$ cat src/rtl/uart_rx_fifo.sv
// uart_rx_fifo: 8N1 UART receiver with a valid/ready byte output.
// Build option: define UART_RX_FIFO_EN to back the output with a
// 2^FIFO_DEPTH-entry show-ahead FIFO. Without it, the output is backed by a
// single holding register. Flags and handshake timing are the same in both builds.
module uart_rx_fifo #(
  parameter int UART_CLK_HZ        = 12000000,
  parameter int UART_SCLK_HZ       = 115200,
  parameter int UART_COUNTER_WIDTH = 9,
  parameter int FIFO_DEPTH         = 4
) (
  input  logic       clk,
  input  logic       reset,
  input  logic       uart_rxd,
  output logic [7:0] rx_data,
  output logic       rx_valid,
  input  logic       rx_ready,
  output logic       frame_err,
  output logic       overrun
);

  localparam int BIT  = UART_CLK_HZ / UART_SCLK_HZ;
  localparam int HALF = BIT / 2;
  localparam logic [UART_COUNTER_WIDTH-1:0] BIT_M1  = UART_COUNTER_WIDTH'(BIT - 1);
  localparam logic [UART_COUNTER_WIDTH-1:0] HALF_M1 = UART_COUNTER_WIDTH'(HALF - 1);
  localparam logic [UART_COUNTER_WIDTH-1:0] CNT_ONE = UART_COUNTER_WIDTH'(1);

  typedef enum logic [1:0] {S_IDLE, S_START, S_DATA, S_STOP} state_t;

  logic                          rx_meta, rxs;
  state_t                        state, state_n;
  logic [UART_COUNTER_WIDTH-1:0] cnt, cnt_n;
  logic [2:0]                    bit_idx, bit_idx_n;
  logic [7:0]                    shreg, shreg_n;
  logic                          push, ferr_evt, pop, accept;

  // Two-flop synchroniser; idles high so reset never looks like a start bit.
  always_ff @(posedge clk or negedge reset) begin
    if (!reset) begin
      rx_meta <= 1'b1;
      rxs     <= 1'b1;
    end else begin
      rx_meta <= uart_rxd;
      rxs     <= rx_meta;
    end
  end

  // Receiver state register.
  always_ff @(posedge clk or negedge reset) begin
    if (!reset) begin
      state   <= S_IDLE;
      cnt     <= '0;
      bit_idx <= '0;
      shreg   <= '0;
    end else begin
      state   <= state_n;
      cnt     <= cnt_n;
      bit_idx <= bit_idx_n;
      shreg   <= shreg_n;
    end
  end

  // Next-state: sample mid-bit on cnt==0, LSB first; stop sample returns to IDLE.
  always_comb begin
    state_n   = state;
    cnt_n     = (state == S_IDLE) ? cnt : cnt - CNT_ONE;
    bit_idx_n = bit_idx;
    shreg_n   = shreg;
    push      = 1'b0;
    ferr_evt  = 1'b0;
    case (state)
      S_IDLE: begin
        if (!rxs) begin
          state_n = S_START;
          cnt_n   = HALF_M1;
        end
      end
      S_START: begin
        if (cnt == '0) begin
          if (!rxs) begin
            state_n   = S_DATA;
            cnt_n     = BIT_M1;
            bit_idx_n = '0;
          end else begin
            // Line went back high before mid-start: treat as a glitch.
            state_n = S_IDLE;
            cnt_n   = '0;
          end
        end
      end
      S_DATA: begin
        if (cnt == '0) begin
          shreg_n   = {rxs, shreg[7:1]};
          cnt_n     = BIT_M1;
          bit_idx_n = bit_idx + 3'd1;
          if (bit_idx == 3'd7) state_n = S_STOP;
        end
      end
      S_STOP: begin
        if (cnt == '0) begin
          push     = rxs;
          ferr_evt = !rxs;
          state_n  = S_IDLE;
          cnt_n    = '0;
        end
      end
      default: begin
        state_n = S_IDLE;
        cnt_n   = '0;
      end
    endcase
  end

  assign pop = rx_valid & rx_ready;

`ifdef UART_RX_FIFO_EN
  localparam int ENTRIES = 1 << FIFO_DEPTH;

  logic [7:0]          mem [ENTRIES];
  logic [FIFO_DEPTH:0] wr_ptr, rd_ptr;
  logic                empty, full;

  // Extra MSB on the pointers separates full from empty.
  assign empty  = (wr_ptr == rd_ptr);
  assign full   = (wr_ptr[FIFO_DEPTH] != rd_ptr[FIFO_DEPTH]) &&
                  (wr_ptr[FIFO_DEPTH-1:0] == rd_ptr[FIFO_DEPTH-1:0]);
  // A pop in the same cycle frees the slot the push needs.
  assign accept = push & (!full | pop);

  // Pointer update; pops on an empty FIFO are already blocked by rx_valid.
  always_ff @(posedge clk or negedge reset) begin
    if (!reset) begin
      wr_ptr <= '0;
      rd_ptr <= '0;
    end else begin
      if (accept) wr_ptr <= wr_ptr + 1'b1;
      if (pop)    rd_ptr <= rd_ptr + 1'b1;
    end
  end

  // Storage array; contents are don't-care until written.
  always_ff @(posedge clk) begin
    if (accept) mem[wr_ptr[FIFO_DEPTH-1:0]] <= shreg;
  end

  assign rx_valid = !empty;
  assign rx_data  = empty ? 8'h00 : mem[rd_ptr[FIFO_DEPTH-1:0]];
`else
  localparam int unused_fifo_depth = FIFO_DEPTH;

  logic [7:0] hold_q;
  logic       hold_v;

  assign accept = push & (!hold_v | pop);

  // Single-entry holding register with a valid flag.
  always_ff @(posedge clk or negedge reset) begin
    if (!reset) begin
      hold_q <= '0;
      hold_v <= 1'b0;
    end else if (accept) begin
      hold_q <= shreg;
      hold_v <= 1'b1;
    end else if (pop) begin
      hold_v <= 1'b0;
    end
  end

  assign rx_valid = hold_v;
  assign rx_data  = hold_v ? hold_q : 8'h00;
`endif

  // One-cycle status pulses, aligned with the cycle a good byte would appear.
  always_ff @(posedge clk or negedge reset) begin
    if (!reset) begin
      frame_err <= 1'b0;
      overrun   <= 1'b0;
    end else begin
      frame_err <= ferr_evt;
      overrun   <= push & !accept;
    end
  end

endmodule

$ cat config.mk
export PLATFORM = sky130hd
export DESIGN_NAME = uart_rx_fifo
export DESIGN_NICKNAME = d
export VERILOG_FILES = /design/src/rtl/uart_rx_fifo.sv
export SDC_FILE = /design/constraint.sdc
export NUM_CORES = 1
export LEC_CHECK = 0
export CAP_MARGIN = 15
export CORE_ASPECT_RATIO = 1.25
export CORE_UTILIZATION = 56
export DETAILED_ROUTE_END_ITERATION = 10
export GPL_TIMING_DRIVEN = 0
export PLACE_DENSITY = 0.81
export SYNTH_ARGS = -nofsm -noshare
export SYNTH_HDL_FRONTEND = slang
export SYNTH_SLANG_ARGS = --single-unit
$ cat constraint.sdc
create_clock -name clk -period 6.6 [get_ports clk]
set_input_delay 1.32 -clock clk [delete_from_list [all_inputs] [get_ports clk]]
set_output_delay 1.32 -clock clk [all_outputs]
set_load 0.02 [all_outputs]
==> results of run 1 <==
==> through the flow <==
stage / utilization / cells / total power, uW / instance area (sq um)
after floorplan: - / 151 / 221.8 / 1710
after global placement: 0.6497 / 201 / 228.1 / 1896
after detailed placement: 0.6479 / 201 / 227.9 / 1891
after CTS: 0.6711 / 209 / 351.9 / 1958
after global routing: 0.6711 / 209 / 361.6 / 1958
final: 0.6711 / 209 / 346.5 / 1958
==> kinds of logic after synthesis <==
kind of cell    after synthesis  synth area share
simple gates                 54            0.1843
buf+inv                      10           0.02706
xor+xnor                      1          0.005122
fa+ha+maj                     3           0.02195
compound gates               29            0.1083
mux                          19            0.1397
flops                        35            0.5135
==> registers in the layout, summed over array words and instances (netlist names), named ones only <==
name,count
cnt,9
hold_q,8
shreg,8
bit_idx,3
frame_err,1
overrun,1
rx_meta,1
rx_valid,1
rxs,1
state,1
==> Yosys cell counts <==
cell	n	share of area
or4b_4	1	0.0080
and4_2	1	0.0059
nand2_1	7	0.015
a221oi_1	1	0.0051
a21oi_1	7	0.020
buf_6	1	0.0066
or2_2	2	0.0073
nor3_1	3	0.0088
ha_1	3	0.022
clkbuf_1	5	0.011
nand4b_1	1	0.0051
o21bai_1	1	0.0044
o21a_1	1	0.0044
nor2b_1	1	0.0037
xor2_1	1	0.0051
mux2_4	7	0.061
a22oi_1	1	0.0044
nand2b_1	1	0.0037
and3_1	2	0.0073
mux2i_1	1	0.0059
nor2_1	11	0.024
nand4_1	2	0.0073
o211ai_1	3	0.013
or4_4	2	0.013
nand3_1	6	0.018
o311ai_0	1	0.0051
nor4_2	1	0.0073
and2_1	8	0.029
nor3b_1	1	0.0044
o21ai_0	5	0.015
or3_1	3	0.011
o41ai_1	1	0.0051
mux2_2	11	0.072
buf_2	1	0.0029
dfstp_2	2	0.031
nor4b_1	1	0.0051
a211o_1	1	0.0051
a21o_1	1	0.0044
inv_1	3	0.0066
dfrtp_1	33	0.48
o22ai_1	2	0.0073
a31oi_1	4	0.015
==> area by class of cell <==
type / count / share of cell area
clock buffer: 6 / 0.02620
clock inverter: 2 / 0.008307
buffer: 7 / 0.01789
sequential: 35 / 0.4486
inverter: 3 / 0.005751
timing repair buffer: 14 / 0.06901
tap: 36 / 0.02300
multi-input combinational: 106 / 0.4013
==> critical path, cell delays in order (launching register included) <==
cell             delay (ns)
dfrtp_1                0.50
and2_1                 0.17
clkdlybuf4s50_1        0.60
==> routing by layer <==
metal	vias to the layer above	global-route usage	routed length, um	share of wire
met4	0	0.1047	54	0.017
met5	-	0	0	0
met1	647	0.3281	1494	0.46
met2	31	0.3750	1590	0.49
met3	7	0.05238	122	0.037
li1	598	-	-	-
==> cell usage in the layout, fill, tap and decap left out, types with 2 or more instances in the layout <==
cell type,synthesis,final
ha_1,3,3
and2_1,8,8
mux2_4,7,7
dfstp_2,2,2
o22ai_1,2,2
o21ai_0,5,5
clkbuf_4,0,5
o211ai_1,3,3
nand2_1,7,7
clkbuf_1,5,5
nand4_1,2,2
or3_1,3,3
a21oi_1,7,7
nor2_1,11,11
and3_1,2,2
or4_4,2,2
dfrtp_1,33,33
inv_1,3,3
nor3_1,3,3
nand3_1,6,6
mux2_2,11,11
a31oi_1,4,4
or2_2,2,2
clkdlybuf4s50_1,0,13
buf_2,1,2
==> report_power, final <==
part,internal [uW],switching (uW)
logic,2.25,5.60
clock network,52.4,70.5
registers,215,0.278
==> how the worst min path moves through the flow <==
stage	start	to
global route	rx_meta	rxs
finish	rx_meta	rxs
detailed placement	rx_meta	rxs
global placement	rx_meta	rxs
CTS	rx_meta	rxs
floorplan	rx_meta	rxs
==> results.toml, run 1 <==
[finish]
drive_gt1_frac = 0.2197
fillers = 232
n_antenna_cell = 0
multi_input_area_sq_um = 785.8
nNetsFinal = 179
area_growth_pct = 14.48
register_area_sq_um = 878.3

[route]
drt_iter0_drc = 64
detail-route-antenna-nets = 0
routedWlPerCell_um = 15.60
drc = 0
vias_per_cell = 6.139
vias = 1283
first_pass_iters = 5
wl_mm = 3.261

[worst_setup_path]
critPathKind = "reg -> out"
r2r-start = "cnt[0]"
r2r_end = "cnt[1]"
worst_ep_required_time_ns = 5.28
startpoint_type = "flip-flop"
rr_worst_depth = 6
crit_fanout = 10
crit_arrival_ns = 1.60
crit_end = "rx_data[0]"
startpoint = "rx_valid"
end_kind = "primary output"
rrSetupSlack_ns = 4.08

[sta]
hold_ws_ns = 0.3633
period_share = 0.4430
finalSetupTns_ns = 0
post-route-min-period_ns = 2.924
postLayoutSetupSlackWorst_ns = 3.676
setup_violations = 0
grt_setup_unrepaired = "false"
fin_worst_skew_ns = 0.004933
tightestPinTransition_ns = 0.7811
hold_viol_final = 0
slew_headroom = 0.4719
drv_slew = 0
fmax_mhz = 342.0

[yosys]
synth_seq_cells = 35
synth_nets = 158
seq_area_frac_synth = 0.5135
yosysWarnings = 0
syn-cell-area_sq_um = 1710
syn_inst = 151
synth_cell_types = 42
synth_area_per_cell_sq_um = 11.33

[pwr]
power_leakage_uw = 0.0009350
power_density_nw_per_um2 = 177.0
ir_worst_vdd_mv = 0.1328

[floorplan]
die_w_um = 51.43
std_cell_rows = 22
pin_count = 15
die-area_sq_um = 3281
start_util = 0.5862
dieHeight_um = 63.79
core-area_sq_um = 2918

[placement]
io_buffers = 14
dpl.hpwl_mm = 2.311
routabilityCongestion = 0.8550
dp_slack_ns = 3.870

[clocking]
cts_tree = "built"
cts_buffer_depth = 2
cts.sinks = 35
cts_made_buffers = 5
clock_latency_ns = 0.33
cts_resized = 0
holdBufCountCts = 0
clock-root-buffer = "clkbuf_4"
cts_max_level = 2
clk_pin_slew_ns = 0.10
postCtsSetupBuffers = 0

[run]
drv_cap = 0

[outcome]
outcome = "finished, final reports clean"

[global_route]
grt_pass1_vias = 1294
grt_max_degree = 36
grt_usage = 0.2434
grt_pass1_wl_mm = 5.968
antenna_found_initial = 0
overflow = 0

[hold_path]
hold_path_class = "reg -> reg"
hold_depth = 0
Power figures use the tool's default switching activity.
==> inputs of run 2 (changes only) <==
--- a/config.mk
+++ b/config.mk
@@ -7,10 +7,10 @@
 export LEC_CHECK = 0
 export CAP_MARGIN = 15
 export CORE_ASPECT_RATIO = 1.25
-export CORE_UTILIZATION = 56
+export CORE_UTILIZATION = 51
 export DETAILED_ROUTE_END_ITERATION = 10
 export GPL_TIMING_DRIVEN = 0
-export PLACE_DENSITY = 0.81
+export PLACE_DENSITY = 0.78
 export SYNTH_ARGS = -nofsm -noshare
 export SYNTH_HDL_FRONTEND = slang
 export SYNTH_SLANG_ARGS = --single-unit
==> constraint.sdc (replaced) <==
create_clock -name clk -period 2.4 [get_ports clk]
set_input_delay 0.48 -clock clk [delete_from_list [all_inputs] [get_ports clk]]
set_output_delay 0.48 -clock clk [all_outputs]
set_load 0.02 [all_outputs]
==> run 2 against run 1 <==
  * Total power rose to 2.9 times the previous value
  * Global-route usage decreased by 2.1 points
  * Utilization down 4.5 points
  * Sequential power grew to 2.8 times the previous value
  * Cell area rose by 2.1%
  * Critical path depth is 4 higher
  * Critical path type is now reg -> reg
  * Critical endpoint is now shreg[5]
==> results.toml, run 2 (synthesis results as in run 1) <==
[outcome]
outcome = "finished, final reports clean"

[worst_setup_path]
crit_path_top_delay_cell = "or4_4"
crit_path_max_incr_delay_ns = 0.52
path_buf_inv = 2
crit_arrival_ns = 2.48
end_kind = "flip-flop"
worst_ep_required_time_ns = 2.57
startpoint_type = "flip-flop"
critPathKind = "reg -> reg"
path_cells = "inv_1, ha_4, or4b_4, or4_4, buf_6, mux2_4"
startpoint = "cnt[0]"
r2r_end = "shreg[5]"
rr_worst_depth = 6
path_delay_family = "simple AND/OR/NAND/NOR gates"
r2r-start = "cnt[0]"
rrSetupSlack_ns = 0.09
crit_fanout = 10

[clocking]
clock_latency_ns = 0.29
cts_max_level = 2
cts.sinks = 35
clock-root-buffer = "clkbuf_8"
cts_buffer_depth = 2
clk_pin_slew_ns = 0.07
cts_tree = "built"
cts_made_buffers = 5

[sta]
tightestPinTransition_ns = 0.7492
fin_worst_skew_ns = 0.008534
post-route-min-period_ns = 2.311
fmax_mhz = 432.8
period_share = 0.9628
slew_headroom = 0.5005
grt_setup_unrepaired = "false"
drv_slew = 0
setup_violations = 0
hold_viol_final = 0

[finish]
largest_registers = "cnt: 9 flops, hold_q: 8 flops, shreg: 8 flops"
nNetsFinal = 180
drive_gt1_frac = 0.2241
n_antenna_cell = 0
fin_util = 0.6259
largest_reg_flops = 9
layout_commonest_cell = "dfrtp_1"
regMostFlops = "cnt"
fillers = 258
layout_common_cells = "33 x dfrtp_1, 13 x clkdlybuf4s50_1, 11 x nor2_1, 11 x mux2_2, 8 x and2_1"
area_growth_pct = 16.90

[route]
vias = 1279
drc = 0
detail-route-antenna-nets = 0
routedWlPerCell_um = 16.00
wl_mm = 3.377
drt_iter0_drc = 42
vias_per_cell = 6.062
first_pass_iters = 4

[floorplan]
die_w_um = 53.80
std_cell_rows = 23
dieHeight_um = 66.75
start_util = 0.5354
core-area_sq_um = 3194
die-area_sq_um = 3591
pin_count = 15

[placement]
dpl.hpwl_mm = 2.327
io_buffers = 14
routabilityCongestion = 0.9223

[global_route]
overflow = 0
grt_usage = 0.2228
grt_max_degree = 36
grt_pass1_wl_mm = 5.589
antenna_found_initial = 0
grt_pass1_vias = 1214

[hold_path]
hold_path_class = "in -> async"

[pwr]
fin_total_pwr_uw = 1020
ir_worst_vdd_mv = 0.3613
power_leakage_uw = 0.0009463
power_density_nw_per_um2 = 510.0

[run]
drv_cap = 0
[run 2: cell count changes in the layout (fill, tap and decap cells not counted), sizes merged]
cell and delta:
clkinvlp -1, clkbuf +1, buf +1
[run 2: layout make-up]
type / count / area (sq um) / area share
Sequential cell: 35 / 878.3 / 0.4393
Multi-Input combinational cell: 106 / 804.5 / 0.4024
Timing Repair Buffer: 15 / 142.6 / 0.07134
Clock buffer: 7 / 76.32 / 0.03817
Tap cell: 37 / 46.29 / 0.02315
Buffer: 7 / 35.03 / 0.01752
Inverter: 3 / 11.26 / 0.005632
Clock inverter: 1 / 5.005 / 0.002503
[run 2: where the power goes]
| part | leakage, uW | internal (uW) | switching (uW) |
|---|---|---|---|
| Sequential | 0.000467 | 593 | 0.912 |
| Combinational | 0.000437 | 6.18 | 15.0 |
| Clock | 0.0000422 | 203 | 201 |
[run 2: how the worst max path moves through the flow]
stage / to / slack, ns / depth (start not counted)
2_1_floorplan: shreg[1] / 0.19 / 6
3_3_place_gp: hold_q[6] / -0.02 / 7
3_5_place_dp: hold_q[3] / -0.04 / 7
4_1_cts: shreg[5] / 0.02 / 6
5_1_grt: shreg[5] / 0.03 / 6
6_report: shreg[5] / 0.09 / 6
[run 2: through the flow]
stage / TNS (ns) / setup WS, ns / hold slack [ns] / area [sq um] / cells
final: 0 / 0.08927 / 0.2498 / 1999 / 211
after global routing: 0 / 0.03418 / 0.3230 / 1999 / 211
after CTS: 0 / 0.02182 / 0.2859 / 1982 / 210
after detailed placement: -0.2680 / -0.04416 / 0.3526 / 1892 / 202
after global placement: -0.1668 / -0.02250 / 0.3488 / 1897 / 202
after floorplan: 0 / 0.1856 / 0.1844 / 1710 / 151
[run 2: per-layer routing]
layer	wire, um	GRT usage	part of all wire	up-vias
li1	-	-	-	596
met1	1492	0.2832	0.44	646
met2	1700	0.3318	0.50	31
met3	126	0.05479	0.037	6
met4	58	0.1349	0.017	0
met5	0	0	0	-
[run 2: repair_timing]
item	4_1_cts	5_1_grt
resized for setup	2	1
hold buffers	0	0
endpoints found under the setup margin	10	13
gates cloned	0	0
setup buffers	0	1
==> inputs of run 3 (changes only) <==
--- a/config.mk
+++ b/config.mk
@@ -7,10 +7,10 @@
 export LEC_CHECK = 0
 export CAP_MARGIN = 15
 export CORE_ASPECT_RATIO = 1.25
-export CORE_UTILIZATION = 51
+export CORE_UTILIZATION = 38
 export DETAILED_ROUTE_END_ITERATION = 10
 export GPL_TIMING_DRIVEN = 0
-export PLACE_DENSITY = 0.78
+export PLACE_DENSITY = 0.62
 export SYNTH_ARGS = -nofsm -noshare
 export SYNTH_HDL_FRONTEND = slang
 export SYNTH_SLANG_ARGS = --single-unit
==> run 3 against run 2 <==
  * Utilization shrank 14 points
  * Flip-flop and latch count is the same
  * Setup slack lost 0.018 ns
  * First-iteration DRC count grew 50%
  * Routed wire length shrank 3.4%
  * Sequential share of layout area shrank 1.0 points
  * Non-clock buffer count is the same
  * Count of clock-buffer cells in the layout shrank 2
  * Combinational power is essentially flat
  * Global-route usage shrank 6.3 points
  * Fmax shrank 0.78%
  * Critical endpoint is now shreg[6]
  * Largest cell class unchanged
==> results.toml, run 3 (synthesis results as in run 1) <==
[sta]
setup_violations = 0
tightestPinTransition_ns = 0.7650
post-route-min-period_ns = 2.329
grt_setup_unrepaired = "false"
fmax_mhz = 429.4
drv_slew = 0
slew_headroom = 0.4900
fin_worst_skew_ns = 0.007270
period_share = 0.9703
hold_viol_final = 0

[pwr]
power_density_nw_per_um2 = 563.8
ir_worst_vdd_mv = 0.3877
power_leakage_uw = 0.0009627

[clocking]
cts_made_buffers = 5
cts_tree = "built"
clk_pin_slew_ns = 0.08
cts_max_level = 2
clock_latency_ns = 0.29
cts.sinks = 35
holdBufCountCts = 0
cts_buffer_depth = 2
clock-root-buffer = "clkbuf_8"

[placement]
dpl.hpwl_mm = 2.225
io_buffers = 14
placed_cells = 221
placed_area_sq_um = 1916
routabilityCongestion = 0.8175

[global_route]
grt_pass1_wl_mm = 5.671
antenna_found_initial = 0
grt_pass1_vias = 1251
grt_usage = 0.1597
grt_max_degree = 36
overflow = 0

[floorplan]
dieHeight_um = 77.01
start_util = 0.4076
die-area_sq_um = 4775
core-area_sq_um = 4197
std_cell_rows = 26
die_w_um = 62.01
pin_count = 15

[worst_setup_path]
startpoint = "cnt[0]"
rrSetupSlack_ns = 0.07
startpoint_type = "flip-flop"
r2r_end = "shreg[6]"
crit_arrival_ns = 2.51
rr_worst_depth = 6
end_kind = "flip-flop"
crit_fanout = 10
critPathKind = "reg -> reg"
worst_ep_required_time_ns = 2.58
r2r-start = "cnt[0]"

[finish]
fin_cells = 230
area_growth_pct = 19.75
largest_reg_flops = 9
layout_commonest_cell = "dfrtp_1"
register_area_sq_um = 878.3
n_antenna_cell = 0
largest_registers = "cnt: 9 flops, hold_q: 8 flops, shreg: 8 flops"
fillers = 401
drive_gt1_frac = 0.2356
nNetsFinal = 180
design_area_sq_um = 2048
layout_common_cells = "33 x dfrtp_1, 13 x clkdlybuf4s50_1, 11 x nor2_1, 11 x mux2_2, 8 x and2_1"
multi_input_area_sq_um = 794.5
regMostFlops = "cnt"

[route]
routedWlPerCell_um = 14.18
vias_per_cell = 5.448
wl_mm = 3.261
drc = 0
first_pass_iters = 4
drt_iter0_drc = 63
vias = 1253
detail-route-antenna-nets = 0

[hold_path]
hold_path_class = "in -> async"

[outcome]
outcome = "finished, final reports clean"

[run]
drv_cap = 0
[run 3: cell count changes in the layout (fill, tap and decap cells not counted), sizes merged]
| cell | before | now |
|---|---|---|
| bufinv | 0 | 1 |
| inv | 3 | 4 |
| clkbuf | 12 | 10 |
[run 3: final cells by class]
type / count / share of cell area
inverters: 3 / 0.005498
clock buffers: 5 / 0.03360
clock inverters: 3 / 0.02321
multi-input cells: 106 / 0.3879
flip-flops and latches: 35 / 0.4288
well taps: 56 / 0.03421
plain buffers: 7 / 0.01710
repair buffers: 15 / 0.06964
[run 3: metal layers]
| metal | GRT usage | share of wire | vias to the layer above |
|---|---|---|---|
| met3 | 0.04890 | 0.036 | 2 |
| met2 | 0.2404 | 0.48 | 31 |
| li1 | - | - | 595 |
| met1 | 0.2106 | 0.48 | 625 |
| met5 | 0 | 0 | - |
| met4 | 0.06000 | 0.0080 | 0 |
[run 3: worst max-delay path by stage]
stage | to | slack, ns
6_report | shreg[6] | 0.07
5_1_grt | shreg[4] | 0.02
4_1_cts | shreg[6] | 0.04
3_5_place_dp | hold_q[6] | -0.02
3_3_place_gp | hold_q[6] | -0.07
2_1_floorplan | shreg[1] | 0.19
[run 3: critical path, stage by stage, from the launching register on]
cell	delay, ns
dfrtp_1	0.41
inv_1	0.10
ha_2	0.21
or4b_4	0.52
or4_4	0.51
buf_6	0.17
mux2_4	0.30
[run 3: report_power, final]
| group | internal [uW] | switching, uW | leakage (uW) | total, uW |
|---|---|---|---|---|
| registers | 592 | 0.743 | 0.000467 | 593 |
| logic | 6.18 | 15.3 | 0.000437 | 21.5 |
| clock network | 315 | 226 | 0.0000587 | 540 |
[run 3: what timing repair did]
item                                    in CTS  in global routing
endpoints found under the setup margin       8                  7
setup buffers                                0                  1
resized for setup                            1                  1
[run 3: per-stage QoR]
stage                     setup slack, ns  hold slack [ns]  setup TNS, ns  utilization  total power (uW)
final                             0.07117           0.2576              0       0.4881              1155
after detailed placement         -0.02280           0.3481        -0.1115       0.4565             626.8
after global routing              0.01588           0.3122              0       0.4881              1192
after CTS                         0.04465           0.2768              0       0.4857              1171
after floorplan                    0.1856           0.1844              0            -             610.0
after global placement           -0.07274           0.3481        -0.5881       0.4577             627.6
